`src/rtl/bit_32_serial_subtractor_8.sv`:
```
// 32-bit subtractor that works one 8-bit slice per cycle (A + ~B + 1), with a
// valid/ready handshake on both sides and flags latched when the result completes.
module bit_32_serial_subtractor_8 (
  input  logic        CLK_in,
  input  logic        RST_in,
  input  logic [31:0] A_in,
  input  logic [31:0] B_in,
  input  logic        valid_in,
  output logic        ready_out,
  output logic [31:0] D_out,
  output logic        B_out,
  output logic        Z_out,
  output logic        N_out,
  output logic        V_out,
  output logic        LT_out,
  output logic        LTU_out,
  output logic        valid_out,
  input  logic        ready_in
);
  localparam int SLICE_W    = 8;
  localparam int NUM_SLICES = 4;

  typedef enum logic [1:0] {IDLE, CALC, DONE} state_t;

  state_t                                r_state;
  logic [NUM_SLICES-1:0][SLICE_W-1:0]    r_a;
  logic [NUM_SLICES-1:0][SLICE_W-1:0]    r_nb;
  logic [NUM_SLICES-1:0][SLICE_W-1:0]    r_d;
  logic [1:0]                            r_cnt;
  logic                                  r_carry;
  logic                                  r_ready;
  logic                                  r_valid;
  logic [31:0]                           r_dout;
  logic                                  r_b, r_z, r_n, r_v, r_lt, r_ltu;

  logic [SLICE_W:0] w_sum;
  logic [31:0]      w_dfull;
  logic             w_borrow;
  logic             w_ovf;

  assign w_sum    = {1'b0, r_a[r_cnt]} + {1'b0, r_nb[r_cnt]} + {{SLICE_W{1'b0}}, r_carry};
  // Only meaningful on the last slice: top byte comes straight from the adder.
  assign w_dfull  = {w_sum[SLICE_W-1:0], r_d[2], r_d[1], r_d[0]};
  assign w_borrow = ~w_sum[SLICE_W];
  // r_nb holds ~B, so B[31] != A[31] becomes r_nb[31] == A[31].
  assign w_ovf    = (r_nb[3][7] == r_a[3][7]) && (w_dfull[31] != r_a[3][7]);

  always_ff @(posedge CLK_in) begin
    if (RST_in) begin
      r_state <= IDLE;
      r_ready <= 1'b1;
      r_valid <= 1'b0;
      r_a     <= '0;
      r_nb    <= '0;
      r_d     <= '0;
      r_cnt   <= '0;
      r_carry <= 1'b0;
      r_dout  <= '0;
      r_b     <= 1'b0;
      r_z     <= 1'b0;
      r_n     <= 1'b0;
      r_v     <= 1'b0;
      r_lt    <= 1'b0;
      r_ltu   <= 1'b0;
    end else begin
      case (r_state)
        IDLE: if (valid_in) begin
          r_a     <= A_in;
          r_nb    <= ~B_in;
          r_carry <= 1'b1;
          r_cnt   <= '0;
          r_ready <= 1'b0;
          r_state <= CALC;
        end
        CALC: begin
          r_d[r_cnt] <= w_sum[SLICE_W-1:0];
          r_carry    <= w_sum[SLICE_W];
          r_cnt      <= r_cnt + 2'd1;
          if (r_cnt == 2'd3) begin
            r_state <= DONE;
            r_valid <= 1'b1;
            r_dout  <= w_dfull;
            r_b     <= w_borrow;
            r_ltu   <= w_borrow;
            r_z     <= (w_dfull == 32'd0);
            r_n     <= w_dfull[31];
            r_v     <= w_ovf;
            r_lt    <= w_dfull[31] ^ w_ovf;
          end
        end
        DONE: if (ready_in) begin
          r_valid <= 1'b0;
          r_ready <= 1'b1;
          r_state <= IDLE;
        end
        default: begin
          r_valid <= 1'b0;
          r_ready <= 1'b1;
          r_state <= IDLE;
        end
      endcase
    end
  end

  assign ready_out = r_ready;
  assign valid_out = r_valid;
  assign D_out     = r_dout;
  assign B_out     = r_b;
  assign Z_out     = r_z;
  assign N_out     = r_n;
  assign V_out     = r_v;
  assign LT_out    = r_lt;
  assign LTU_out   = r_ltu;
endmodule

```
`config.mk`:
```
export PLATFORM = sky130hd
export DESIGN_NAME = bit_32_serial_subtractor_8
export DESIGN_NICKNAME = d
export VERILOG_FILES = /design/src/rtl/bit_32_serial_subtractor_8.sv
export SDC_FILE = /design/constraint.sdc
export NUM_CORES = 1
export LEC_CHECK = 0
export BUFFER_PORTS_ARGS = -buffer_cell sky130_fd_sc_hd__buf_2
export CAP_MARGIN = 15
export CORE_UTILIZATION = 40
export CTS_CLUSTER_SIZE = 25
export DETAILED_ROUTE_END_ITERATION = 10
export SYNTH_ARGS = -nofsm -noshare
export SYNTH_HDL_FRONTEND = slang
export SYNTH_SLANG_ARGS = --single-unit
```
`constraint.sdc`:
```
create_clock -name CLK_in -period 3.7 [get_ports CLK_in]
set_input_delay 0.37 -clock CLK_in [delete_from_list [all_inputs] [get_ports CLK_in]]
set_output_delay 0.37 -clock CLK_in [all_outputs]
set_load 0.05 [all_outputs]
```
==> flow_summary.ini <==
[synth]
syn-cell-area_um2 = 5359
synth_fp_nets = 695
avgSynthCellArea_um2 = 8.728
synth_cell_types = 41
synth_cells = 614
synth_seq_area_share = 0.4894
yosysWarnings = 0
ys.flop_type = dfxtp_1
synth-seq-cells = 131
synth-async-reset-ratio = 0
synth_edf_count = 0

[cts]
clock_latency_ps = 420
cts_tree = yes
cts_root_buffer = clkbuf_16
cts_buffers = 17
clockBufferDepth = 2
h-tree-depth = 4
cts_resized = 0
cts_setup_buffers = 0
hold_buffers = 0
numClockSinks = 131
clkTransAtPathRegs_ps = 60

[die]
pin_count = 108
initial_core_util = 0.4179
die-area_um2 = 13860
rows = 41
die_h_um = 117.7
die_w_um = 117.7
core_um2 = 12820

[place]
io_buffers = 107
gp_congestion = 0.8148
hpwl_um = 9523
post-place-cells = 860

[drt]
vias = 4480
wl_per_cell_um = 14.68
postRouteAntennaNets = 0
routed_wl_um = 13100
viasPerCell = 5.022
first_iter_violations = 274
drc = 0
drt_pass1_iterations = 4

[critical_path]
crit_family = compound AO/OA/AOI/OAI gates
critPathLaunchType = flip-flop
cp-startpoint = r_cnt[0]
crit_path_cell_trace = buf_4, mux4_2, ha_1, a211oi_2, o21bai_2, a2111oi_4, nor3b_1, or4_1, a311oi_1
cp.arrival_ps = 3690
crit_buf_inv = 1
path_max_fanout = 7
crit-reg2reg-launch = r_cnt[0]
critPathMaxStageDelay_ps = 530
worstSetupPathType = reg2reg
endpoint_kind = flip-flop
worstPathRequired_ps = 4020
cp_slowest_cell = mux4_2

[global_routing]
grt_pass1_wl_um = 21420
overflow = 0
grt_pass1_vias = 4323
grt_max_degree = 97
antenna_found_initial = 0
grt.total_usage = 0.1973

[worst_hold_path]
worstHoldStart = B_in[13]
hold_path_class = in2reg

[sta]
hold_viol_final = 0
fin_crit_ps = 3368
tns_ps = 0
setup_viol = 0
slew_viol_final = 0
grt_setup_unrepaired = false
fmax_mhz = 296.9
max_slew_margin = 0.4215
fin_crit_sh = 0.9102
worst_pin_slew_ps = 867.8
clock-skew-final_ps = 8.703

[finish]
multi_input_area_um2 = 2532
area.growth.synth_to_final_pct = 25.50
antenna_cells = 0
nets = 788
fill_cells = 1249
layout.area.seq_um2 = 2623
drive_above_1_share = 0.2403
fin_cells = 892

[power]
leakagePower_nw = 2.682
power_density_nw_per_um2 = 570.1
ir_drop_mv = 0.3686

[run]
cap_violations = 0

[outcome]
outcome = finished, final reports clean
==> placed cells by master, fill, tap and decap left out, types with 2 or more instances in the layout <==
cell type,synthesis,final
nand2b_1,5,5
buf_2,1,106
or4_1,2,2
clkbuf_16,0,17
o31ai_1,4,4
clkbuf_1,42,2
nand3b_1,4,4
a21oi_1,82,82
a22oi_1,2,2
buf_4,2,15
nor3_1,3,3
inv_1,7,7
nand2_1,158,158
a311oi_1,2,2
xor2_1,3,3
and2_1,6,6
fa_1,2,2
bufinv_16,0,6
dfxtp_1,131,131
nor2_1,56,55
ha_1,11,11
clkinv_2,0,2
mux4_2,16,16
nor4_1,7,7
a211oi_1,41,41
nor3b_1,2,2
nor2b_1,2,2
o21ai_0,6,6
clkbuf_8,0,4
==> where the power goes <==
part / total, mW / internal (mW) / switching, mW
logic: 0.390 / 0.166 / 0.224
clock network: 1.92 / 1.33 / 0.586
registers: 1.53 / 1.48 / 0.0476
total: 3.83 / 2.98 / 0.858
==> cells by family (layout without fill, tap and decap cells) <==
group | Yosys count | after routing | synth area share
and+or+nand+nor | 250 | 250 | 0.1936
adders and majority gates | 13 | 13 | 0.03315
buffers and inverters | 54 | 160 | 0.03946
xor gates and xnor gates | 4 | 4 | 0.006539
muxes | 17 | 17 | 0.06911
AOI/OAI and AO/OA | 145 | 145 | 0.1688
DFF | 131 | 131 | 0.4894
==> stage by stage <==
stage	total power [mW]	utilization	hold slack [ps]	area (um2)	setup slack (ps)
CTS	3.877	0.5244	107.6	6725	335.1
floorplan	1.802	-	433.1	5359	217.4
global placement	1.942	0.4709	439.9	6040	408.8
detailed placement	1.949	0.4709	445.3	6040	366.4
finish	3.834	0.5244	126.3	6725	332.1
global route	3.982	0.5244	119.9	6725	150.5
==> worst paths after layout <==
check	to	slack (ps)	depth (start not counted)
min reg2reg	D_out[13]	450	2
min	r_nb[13]	130	2
max	V_out	330	9
max reg2reg	V_out	330	9
==> per-layer routing <==
layer  up-vias  part of all wire  wire length, um  track usage
li1       2291                 -                -            -
met1      2058              0.45             5954       0.2436
met2       116              0.49             6357       0.3327
met3        15             0.046              602      0.04603
met4         0             0.014              183      0.07452
met5         -                 0                0            0
==> registers in the layout (all words and copies together) (netlist names) <==
| signal | flops |
|---|---|
| ready_out | 1 |
| r_cnt | 2 |
| D_out | 32 |
| valid_out | 1 |
| Z_out | 1 |
| V_out | 1 |
| r_d | 24 |
| LTU_out | 1 |
| r_state | 2 |
| r_carry | 1 |
| r_a | 32 |
| r_nb | 32 |
| LT_out | 1 |
==> Yosys cell counts, types with 4 or more instances <==
| cell type | instances | area, um2 |
|---|---|---|
| a211oi_1 | 41 | 307.8 |
| a21oi_1 | 82 | 410.4 |
| and2_1 | 6 | 37.54 |
| clkbuf_1 | 42 | 157.7 |
| dfxtp_1 | 131 | 2623 |
| ha_1 | 11 | 137.6 |
| inv_1 | 7 | 26.28 |
| mux4_2 | 16 | 360.4 |
| nand2_1 | 158 | 593.1 |
| nand2b_1 | 5 | 31.28 |
| nand3b_1 | 4 | 30.03 |
| nor2_1 | 56 | 210.2 |
| nor4_1 | 7 | 43.79 |
| o21ai_0 | 6 | 30.03 |
| o31ai_1 | 4 | 30.03 |
==> layout make-up <==
| class | count | share of cell area |
|---|---|---|
| clock inverter | 9 | 0.02940 |
| clock buffer | 23 | 0.07256 |
| multi-input combinational | 429 | 0.3766 |
| timing repair buffer | 121 | 0.09563 |
| inverter | 7 | 0.003907 |
| sequential | 131 | 0.3900 |
| tap | 172 | 0.03200 |
No activity file was read; power rests on OpenSTA's default activity.
